`config.mk`:
```
export PLATFORM = sky130hd
export DESIGN_NAME = pe_result_reader
export DESIGN_NICKNAME = d
export VERILOG_FILES = /design/src/rtl/pe_result_reader.sv
export SDC_FILE = /design/constraint.sdc
export NUM_CORES = 1
export LEC_CHECK = 0
export ABC_CLOCK_PERIOD_IN_PS = 1900
export BUFFER_PORTS_ARGS = -buffer_cell sky130_fd_sc_hd__buf_2
export CAP_MARGIN = 25
export CORE_UTILIZATION = 51
export DETAILED_ROUTE_END_ITERATION = 10
export PLACE_DENSITY_LB_ADDON = 0.12
export SLEW_MARGIN = 15
export SYNTH_ARGS = -nofsm -noshare
export SYNTH_HDL_FRONTEND = slang
export SYNTH_SLANG_ARGS = --single-unit
```
`constraint.sdc`:
```
create_clock -name clk -period 1.9 [get_ports clk]
set_input_delay 0.285 -clock clk [delete_from_list [all_inputs] [get_ports clk]]
set_output_delay 0.285 -clock clk [all_outputs]
set_load 0.03 [all_outputs]
```
`src/rtl/pe_result_reader.sv`:
```
// Output-side reader for the Booth PE array: waits a fixed latency after start,
// snapshots every row result, then streams the rows over a valid/ready port.
module pe_result_reader #(
  parameter int MATRIX_SIZE  = 3,
  parameter int OUTPUT_WIDTH = 9,
  parameter int LATENCY      = 16,
  parameter int ROW_W        = (MATRIX_SIZE > 1) ? $clog2(MATRIX_SIZE) : 1
) (
  input  logic                                clk,
  input  logic                                reset_n,
  input  logic                                start,
  input  logic [OUTPUT_WIDTH*MATRIX_SIZE-1:0] array_result,
  output logic                                out_valid,
  input  logic                                out_ready,
  output logic [OUTPUT_WIDTH-1:0]             out_data,
  output logic [ROW_W-1:0]                    out_row,
  output logic                                out_last,
  output logic                                busy,
  output logic                                snap,
  output logic                                done,
  output logic                                start_drop
);

  localparam int CNT_W = (LATENCY > 1) ? $clog2(LATENCY) : 1;

  typedef enum logic [1:0] {IDLE, WAIT, STREAM} state_t;

  state_t                  state_q, state_d;
  logic [CNT_W-1:0]        cnt_q, cnt_d;
  logic [ROW_W-1:0]        row_q, row_d;
  logic [OUTPUT_WIDTH-1:0] data_q, data_d;
  logic                    last_q, last_d;
  logic                    done_q, done_d;
  logic                    drop_q, drop_d;
  logic [OUTPUT_WIDTH-1:0] snap_mem_q [MATRIX_SIZE];
  logic [OUTPUT_WIDTH-1:0] snap_mem_d [MATRIX_SIZE];
  logic [ROW_W-1:0]        row_next;
  logic                    capture;

  assign capture  = (state_q == WAIT) && (cnt_q == '0);
  assign row_next = row_q + 1'b1;

  always_comb begin
    state_d    = state_q;
    cnt_d      = cnt_q;
    row_d      = row_q;
    data_d     = data_q;
    last_d     = last_q;
    done_d     = 1'b0;
    drop_d     = drop_q | (start && (state_q != IDLE));
    snap_mem_d = snap_mem_q;
    case (state_q)
      IDLE: begin
        if (start) begin
          state_d = WAIT;
          cnt_d   = CNT_W'(LATENCY - 1);
        end
      end
      WAIT: begin
        if (capture) begin
          // Row 0 sits in the MSBs of the packed array bus.
          for (int i = 0; i < MATRIX_SIZE; i++) begin
            snap_mem_d[i] = array_result[(MATRIX_SIZE-i)*OUTPUT_WIDTH-1 -: OUTPUT_WIDTH];
          end
          state_d = STREAM;
          row_d   = '0;
          data_d  = array_result[MATRIX_SIZE*OUTPUT_WIDTH-1 -: OUTPUT_WIDTH];
          last_d  = (MATRIX_SIZE == 1);
        end else begin
          cnt_d = cnt_q - 1'b1;
        end
      end
      STREAM: begin
        if (out_ready) begin
          if (last_q) begin
            state_d = IDLE;
            done_d  = 1'b1;
            row_d   = '0;
            data_d  = '0;
            last_d  = 1'b0;
          end else begin
            row_d  = row_next;
            data_d = snap_mem_q[row_next];
            last_d = (row_next == ROW_W'(MATRIX_SIZE - 1));
          end
        end
      end
      default: state_d = IDLE;
    endcase
  end

  always_ff @(posedge clk or negedge reset_n) begin
    if (!reset_n) begin
      state_q <= IDLE;
      cnt_q   <= '0;
      row_q   <= '0;
      data_q  <= '0;
      last_q  <= 1'b0;
      done_q  <= 1'b0;
      drop_q  <= 1'b0;
      for (int i = 0; i < MATRIX_SIZE; i++) begin
        snap_mem_q[i] <= '0;
      end
    end else begin
      state_q    <= state_d;
      cnt_q      <= cnt_d;
      row_q      <= row_d;
      data_q     <= data_d;
      last_q     <= last_d;
      done_q     <= done_d;
      drop_q     <= drop_d;
      snap_mem_q <= snap_mem_d;
    end
  end

  assign out_valid  = (state_q == STREAM);
  assign out_data   = data_q;
  assign out_row    = row_q;
  assign out_last   = last_q;
  assign busy       = (state_q != IDLE);
  assign snap       = capture;
  assign done       = done_q;
  assign start_drop = drop_q;

endmodule

```
== Yosys cells after proc, flatten, opt, wreduce, memory -nomap -nowiden ==
Cells that the tools add are included.

* Word-level logic and storage cells: 60
* Bits in latches: 0
* Register bits after elaboration: 47
* Memory bits (read-only): 0
* Bits in writable memories: 0
* Memories: 0

* Add/sub/neg operators: 2
* Reduce and logical (&&, ||, !) cells: 11
* Bitwise operators: 2
* Divide/modulo/power cells: 0
* Order comparisons: 1
* Shift-type cells: 0
* Multiplexer cells: 26
* Multipliers: 0
* Equal/unequal tests: 8

{| class="wikitable"
|+ Operator list
! cell !! count
|-
| $mux 9 || 5
|-
| $bmux 9 s2 || 1
|-
| $pmux 9 s2 || 1
|-
| $mux 2 || 7
|-
| $mux 4 || 2
|-
| $pmux 4 s2 || 1
|-
| $mux 1 || 6
|-
| $ne 2x2->1 const B || 3
|-
| $pmux 2 s3 || 1
|-
| $reduce_and 3->1 || 2
|-
| $reduce_bool 2->1 || 3
|-
| $eq 2x2->1 const B || 2
|-
| $logic_not 4->1 || 1
|-
| $ne 2x1->1 const B || 2
|-
| $pmux 2 s2 || 1
|-
| $reduce_and 4->1 || 1
|-
| $sub 4x1->4 const B || 1
|-
| $ge 3x3->1 const B || 1
|-
| $not 2->3 || 1
|-
| $add 2x1->2 const B || 1
|-
| $eq 2x1->1 const B || 1
|-
| $logic_and 1x1->1 || 2
|-
| $logic_not 2->1 || 1
|-
| $pmux 1 s2 || 1
|-
| other kinds (2) || 2
|}

== Logic depth before layout (Yosys ltp) ==
Gate-level depths: netlist (run 1).

* Depth in word-level cells: 8
* Mapped depth: 6
* Depth with buffers taken out: 5

== Worst setup path after synthesis (run 1) ==
OpenSTA, ideal clock, no wires.

* Kind: register -> register
* Start point: register row_q[1] (netlist: out_row[1])
* End point: register data_q[1] (netlist: out_data[1])
* Slack: -0.020 ns
* Arrival: 1.790 ns
* Buffers on the path: 1
* Cell stages (with the launch flop): 7
* Clock period less this slack: 1.920 ns
* Library setup time: 0.130 ns
* Data required time: 1.770 ns
* Path through: dfrtp_1 -> inv_1 -> ha_1 -> clkbuf_1 -> mux2_2 -> a22oi_1 -> a31oi_1

* Cells in the longest elaborated chain, start to end: 8

{| class="wikitable"
|+ RTL lines
! element !! RTL line !! text
|-
| start: declaration || 30 || <nowiki>logic [ROW_W-1:0] row_q, row_d;</nowiki>
|-
| start signal: assignment || 107 || <nowiki>row_q <= row_d;</nowiki>
|-
| $add 2x1->2 || 41 || <nowiki>assign row_next = row_q + 1'b1;</nowiki>
|-
| $not 2->3 (not written as such) || 83 || <nowiki>data_d = snap_mem_q[row_next];</nowiki>
|-
| $bmux 9 s2 || 83 ||
|-
| $mux 9 (not written as such) (2 in a row) || 83 ||
|-
| $mux 9 || 75 || <nowiki>if (last_q) begin</nowiki>
|-
| $mux 9 || 74 || <nowiki>if (out_ready) begin</nowiki>
|-
| $pmux 9 s2 || 52 || <nowiki>case (state_q)</nowiki>
|-
| end signal: assignment || 108 || <nowiki>data_q <= data_d;</nowiki>
|-
| end: declaration || 31 || <nowiki>logic [OUTPUT_WIDTH-1:0] data_q, data_d;</nowiki>
|}

No other way between the ends. The select of a mux whose other input is x is not followed.
A chain may end at the register's enable or synchronous reset.

== Final worst setup path (run 1) ==
* Start point: register row_q[1] (netlist: out_row[1])
* End point: register data_q[2] (netlist: out_data[2])

Same word-level chain as after synthesis.

==> summary.md, run 1 <==
| Metric | Value |
|---|---|
| Outcome | finished, final reports clean |
| FMAX | between 500 and 600 MHz |
| Required @ worst endpoint | 2.07 ns |
| Share of layout cells above drive strength 1 | between 40% and 50% |
| Die ar. | 0.00477 mm2 |
| Clock sinks | 47 |
| Clk root buf | clkbuf_8 |
| Post-Syn Nets | 213 |
| Footprint of the multi-input gates | 0.00102 mm2 |
| Grt met2 use | between 30% and 40% |
| Ports | 48 |
| Post-DP HPWL | 3310 um |
| #FFs+latches synth | 47 |
| Critical Path AT | 1.97 ns |
| Syn_area_per_cell | 12.8 um2 |
| Cell Chain, Critical Path | inv_1 > ha_2 > mux2_2 > a22oi_1 > a31oi_1 |
| Fin nets | 266 |
| RSZ-0062 raised after global routing | false |
| CTS tree | built |
| Largest net degree at the start of global routing | 48 |
| Hold_buf cts | 0 |
| Setup_tns | 0 ns |
| Depth of the CTS H-tree | 2 |
| Final Hold Violating Endpoints | 0 |
| Sequential fraction of the synthesis area | 51.3% |
| Crit-path max cell delay | 0.49 ns |
| Reg2Reg Depth | 5 |
| Via count | 1,646 |
| Initial DRC count | 53 |
| Count of input and output buffers | 47 |
| Total GRT Usage | 21.3% |
| First-pass GRT wire length | 7940 um |
| Max_slew headroom | 60.3% |
| Post-synthesis compound-gate area fraction | approximately an eighth |
| Worst Setup Path Type | reg2reg |
| Vias in the first global route | roughly 1,600 |
| CTS buffer count | 5 |
| Vias/cell | a little under 6 |
| ANT cells | 0 |
| Final WL | 4750 um |
| Register area | between 0.001 and 0.0015 mm2 |
| GRT overflow | 0 |
| Clock skew | 0.00833 ns |
| Routed Antenna Nets | 0 |
| Largest family of logic cells by synthesized area | multiplexers |
| Starting Density | between 50% and 60% |
| Reg-to-Reg Start | out_row[1]$_DFFE_PN0P_ |
| XOR/XNOR share of the synthesized area | 0% |
| Drt pass-1 iters | 6 |
| Min Tclk post-route | 1.80 ns |
| Distinct cell type count after synthesis | 37 |
| Gpl congestion | 0.788 |
| CP max FO | 12 |
| GR Util met1 | between 20% and 30% |
| Initial antenna violation count | 0 |
| Worst-path clk slew | 0.09 ns |
| FP Rows | 24 |
| Worst hold slack | 0.0682 ns |
| Height of the die | around 70 um |
| CP max stage cell | ha_2 |
| Drt drc | 0 |
| Synth Warn # | 0 |
| Worst vdd ir | 0.000695 V |
| Endpoint class of the critical path | flop |
| Power per Cell Area | around 1600 mW/mm2 |
| Layout area overhead | 19.8% |
| Simple-gate share of the synthesized area | under 10% |
| Global routing's busiest layer | met2 |
| Pleak | approximately 1.3 nW |
| R2r endpoint | out_data[2]$_DFFE_PN0P_ |
| HP Class | in2async |
| Worst-margin pin slew | 0.595 ns |
| Worst R2R Setup Slack | 0.1 ns |
| Crit share post-route | ~95% |
| Cells after synthesis | 179 |
| Wire per inst | about 17 um |
| Clock Latency Late Sink | 0.30 ns |
| Worst setup SP type | flop |
| Syn Std Cell Area | roughly 0.0023 mm2 |
| Chip width | between 60 and 70 um |
| Final setup viols | 0 |
| Max Cap Viol | 0 |
| Max-slew violation count | 0 |
| Area share of fa/ha/maj cells after synthesis | 1.64% |
| Fill cells | 363 |
| Multiplexer share of the synthesized area | 21.7% |
| Worst-case clock buffer depth | 2 |
| Critical path origin | out_row[1]$_DFFE_PN0P_ |
| M3 GR Usage | 5.26% |
| Core area | 0.00432 mm2 |
## placed cells by master, fill, tap and decap left out, types with 2 or more instances in the layout
master,Yosys,final
a211oi_1,8,8
a21o_1,2,2
a22oi_1,8,8
a31oi_1,11,11
and3_1,2,2
and3b_1,2,2
buf_2,5,47
buf_4,2,11
clkbuf_8,0,6
dfrtp_1,47,47
ha_1,3,2
inv_1,8,8
mux2_2,17,17
mux2_4,19,19
mux2i_1,2,2
nand2_1,2,2
nand3_1,8,8
nand4b_1,2,2
nor2_1,3,3
o21ai_0,5,5
## final cells by class
type	instances	share of cell area (%)
clock buffer	6	3.01
tap	52	2.37
clock inverter	2	1.28
inverter	8	1.09
multi-input combinational	111	37.1
sequential	47	42.8
timing repair buffer	59	12.3
## worst max-delay path, delay by kind of cell (launching register included)
kind	cells	cell delay, ns
AOI/OAI and AO/OA	2	0.39
adders and majority gates	1	0.49
buffers and inverters	1	0.05
DFF	1	0.35
muxes	1	0.38
## cell families after synthesis
group           Yosys count
buf+inv                  21
fa+ha+maj                 3
compound gates           39
mux                      38
simple gates             31
flops                    47
## state kept, by name (all words and copies together), names as in the netlist
name and flops:
done 1, out_row 2, cnt_q 4, out_data 9
snap_mem_q 27, start_drop 1, state_q 2, out_last 1
## per-layer routing
layer  vias up  routed length, um
met4         0                 55
met1       837               2070
li1        770                  -
met3         6                154
met5         -                  0
met2        33               2470
## synth_stat cells
master	n	area [um2]
buf_2	5	25.0
mux2_2	17	191
nand2_1	2	7.51
clkbuf_1	3	11.3
a221oi_1	1	8.76
nand2_4	1	11.3
o21ai_0	5	25.0
mux2_4	19	285
nor4b_1	1	8.76
a211oi_1	8	60.1
nor2b_1	1	6.26
ha_1	3	37.5
buf_1	1	3.75
a21o_1	2	15.0
a222oi_1	1	10.0
inv_1	8	30.0
buf_6	2	22.5
a31oi_1	11	68.8
nor3_1	1	5.00
nor2_1	3	11.3
and3b_1	2	17.5
buf_4	2	15.0
nand2b_1	2	12.5
mux2i_1	2	20.0
o21ai_1	1	5.00
a22oi_1	8	60.1
nor4bb_1	1	10.0
nand4_1	1	6.26
and2b_1	1	7.51
a21oi_1	1	5.00
a22o_1	1	8.76
nand4b_1	2	17.5
nand3_1	8	40.0
dfrtp_1	47	1180
nor3b_2	2	25.0
or3b_2	1	8.76
and3_1	2	12.5
## stage by stage
step	total power [mW]	util [%]	cells	setup slack, ns	cell area [um2]
finish	4.34	63.5	285	0.0961	2750
global route	4.60	63.5	285	0.00292	2750
CTS	4.35	63.5	285	0.0529	2740
detailed placement	3.56	60.4	276	0.0581	2610
global placement	3.48	60.4	276	0.135	2610
floorplan	3.06	-	179	0.107	2290
## how the worst max path moves through the flow
stage	end	cells past startpoint
2_1_floorplan	out_data[1]$_DFFE_PN0P_	6
3_3_place_gp	out_data[0]$_DFFE_PN0P_	5
3_5_place_dp	out_data[2]$_DFFE_PN0P_	4
4_1_cts	out_valid	3
5_1_grt	out_data[1]$_DFFE_PN0P_	7
6_report	out_data[2]$_DFFE_PN0P_	5
## timing repair
action,in CTS,in global routing
resized for setup,2,1
setup buffers,1,0
pin swaps,1,0
gates cloned,0,0
setup endpoints to repair,2,1
## where the power goes
part           leakage, nW  internal, mW  switching (mW)
clock network       0.0612         0.426           0.335
logic                0.732         0.937           0.865
registers            0.546          1.47           0.314
Note: power is estimated with default switching activity, not from simulation.
==> run 2: changes to the inputs <==
--- a/config.mk
+++ b/config.mk
@@ -10,7 +10,7 @@
 export CAP_MARGIN = 25
 export CORE_UTILIZATION = 51
 export DETAILED_ROUTE_END_ITERATION = 10
-export PLACE_DENSITY_LB_ADDON = 0.12
+export PLACE_DENSITY = 0.79
 export SLEW_MARGIN = 15
 export SYNTH_ARGS = -nofsm -noshare
 export SYNTH_HDL_FRONTEND = slang
==> run 2 against run 1 <==
- final cell count rose by 0.70%
- non-clock buffer count rose by 3
- wire length rose by 1.2%
- die area did not move
- worst hold slack improved by 0.14 ns
- clock skew barely moved
- worst setup slack got worse by 0.052 ns
- register-to-register slack barely moved
- clock-buffer cell count did not move
- fmax fell by 2.8%
- highest routed layer unchanged
==> summary.md, run 2 (same netlist as run 1, synthesis figures left out) <==
| Metric | Value |
|---|---|
| Outcome | finished, final reports clean |
| Clock sinks | 47 |
| Final cell count without fillers | 287 |
| Power per Cell Area | 1520 mW/mm2 |
| Required @ worst endpoint | 1.62 ns |
| Routed Antenna Nets | 0 |
| Post-DP HPWL | 3490 um |
| Seq pwr share | ~43% |
| HP Class | in2reg |
| Vias in the first global route | 1,736 |
| Worst-margin pin slew | 0.398 ns |
| Drt pass-1 iters | 4 |
| Final WS setup | between 0.04 and 0.05 ns |
| Initial DRC count | 81 |
| R2r endpoint | snap_mem_q[20]$_DFFE_PN0P_ |
| Endpoint class of the critical path | primary output |
| Worst vdd ir | a little under 0.0008 V |
| Reg2Reg Depth | 7 |
| Final WL | 4810 um |
| Max_slew headroom | about three quarters |
| Drt drc | 0 |
| Chip width | 69.0 um |
| Total GRT Usage | 21.9% |
| Depth of the CTS H-tree | 2 |
| Worst Hold Depth | 2 |
| Pleak | 1.34 nW |
| Clock Latency Late Sink | 0.30 ns |
| Largest net degree at the start of global routing | 48 |
| Core area | 0.00432 mm2 |
| Critical path origin | cnt_q[0]$_DFFE_PN0P_ |
| Post-Layout Inst Area | roughly 0.0028 mm2 |
| Worst Setup Path Type | reg2out |
| Largest register by flop count | snap_mem_q |
| Wire per inst | 16.8 um |
| Worst hold start | array_result[10] |
| Ports | 48 |
| Worst R2R Setup Slack | 0.09 ns |
| Power Internal | 2.68 mW |
| CTS tree | built |
| First-pass GRT wire length | 8030 um |
| Fill cells | 362 |
| CP max FO | 5 |
| Gpl congestion | approximately 0.76 |
| Min Tclk post-route | 1.86 ns |
| NetSw | 1.51 mW |
| Worst setup SP type | flop |
| Count of input and output buffers | 47 |
| Max-slew violation count | 0 |
| CTS buffer count | 5 |
| Critical Path AT | about 1.6 ns |
| Worst-path clk slew | approximately 0.08 ns |
| Most frequent cells in the layout | 47 x dfrtp_1, 46 x buf_2, 19 x mux2_4, 17 x mux2_2, 12 x buf_4 |
| Setup_tns | 0 ns |
| FP Rows | 24 |
| FMAX | 539 MHz |
| Worst-case clock buffer depth | 2 |
| Crit share post-route | 97.7% |
| Final setup viols | 0 |
| Pre-CTS WS | around 0.049 ns |
| Share of layout cells above drive strength 1 | 48.1% |
| GRT overflow | 0 |
| Dpl cells | 278 |
| Layout area overhead | 20.5% |
| Height of the die | 69.0 um |
| Clock skew | 0.00881 ns |
| Logic pwr share | 42.7% |
| ANT cells | 0 |
| Die ar. | 0.00477 mm2 |
| Reg-to-Reg Start | cnt_q[0]$_DFFE_PN0P_ |
| Via count | about 1,600 |
| Starting Density | 53.0% |
| Clock share of power | 14.2% |
| Commonest non-fill, non-tap cell in the layout | dfrtp_1 |
| Fin nets | 269 |
| Clk root buf | clkbuf_8 |
| Vias/cell | 5.74 |
| Hold Path End | snap_mem_q[10]$_DFFE_PN0P_ |
| Final Hold Violating Endpoints | 0 |
| Initial antenna violation count | 0 |
| Max reg flops | 27 |
| Area of placed instances | 0.00264 mm2 |
| Switching part of the total | 36.1% |
| Max Cap Viol | 0 |
-- run 2: cell count changes in the layout (fill, tap and decap cells not counted) --
cell / previous run / this run
dlygate4sd3_1: 0 / 1
ha_1: 2 / 1
ha_2: 1 / 2
inv_1: 8 / 6
buf_2: 47 / 46
buf_4: 11 / 12
buf_6: 0 / 1
bufinv_16: 1 / 0
inv_2: 0 / 2
buf_12: 1 / 2
-- run 2: power groups by stage --
| stage | Clock [mW] | Sequential (mW) | Combinational, mW |
|---|---|---|---|
| after global routing | 0.650 | 1.86 | 1.93 |
| after floorplan | 0 | 1.93 | 1.13 |
| final | 0.594 | 1.81 | 1.79 |
| after global placement | 0 | 1.79 | 1.69 |
| after CTS | 0.608 | 1.80 | 1.78 |
| after detailed placement | 0 | 1.81 | 1.77 |
-- run 2: metal layers --
metal | vias up | track usage, % | routed length [um]
met4 | 0 | 12.0 | 109
met5 | - | 0 | 0
li1 | 777 | - | -
met3 | 11 | 4.97 | 212
met1 | 814 | 27.3 | 2070
met2 | 46 | 35.4 | 2420
-- run 2: how the worst max path moves through the flow --
stage / endpoint / cells after the start
after floorplan: out_data[1]$_DFFE_PN0P_ / 6
after global placement: out_data[0]$_DFFE_PN0P_ / 4
after detailed placement: out_data[0]$_DFFE_PN0P_ / 4
after CTS: snap / 6
after global routing: snap / 6
final: snap / 6
-- run 2: per-stage QoR --
step | utilization (%) | hold slack (ns) | power, mW
6_report | 63.9 | 0.208 | 4.19
3_3_place_gp | 61.0 | 0.284 | 3.47
4_1_cts | 63.5 | 0.203 | 4.19
5_1_grt | 63.9 | 0.207 | 4.45
2_1_floorplan | - | -0.0106 | 3.06
3_5_place_dp | 61.0 | 0.286 | 3.57
-- run 2: critical path, cell delays in order (launching register included) --
cell and delay [ns]:
dfrtp_1 0.43, inv_2 0.09, ha_2 0.19, nor3b_4 0.27, nand2_4 0.11, inv_1 0.08, buf_6 0.12
-- run 2: timing repair --
| item | 4_1_cts | 5_1_grt |
|---|---|---|
| endpoints found under the hold margin | 47 | 0 |
| gates resized for setup | 2 | 6 |
| setup buffers | 0 | 1 |
| pin swaps | 0 | 1 |
| setup endpoints to repair | 1 | 3 |
| hold buffers | 1 | 0 |
-- run 2: cell type report --
| type | count | area, um2 | share of cell area, % |
|---|---|---|---|
| clock buffer | 6 | 82.6 | 2.99 |
| clock inverter | 1 | 5.00 | 0.181 |
| inverter | 8 | 30.0 | 1.09 |
| multi-input combinational | 111 | 1020 | 37.0 |
| sequential | 47 | 1180 | 42.6 |
| tap | 52 | 65.1 | 2.36 |
| timing repair buffer | 62 | 382 | 13.8 |
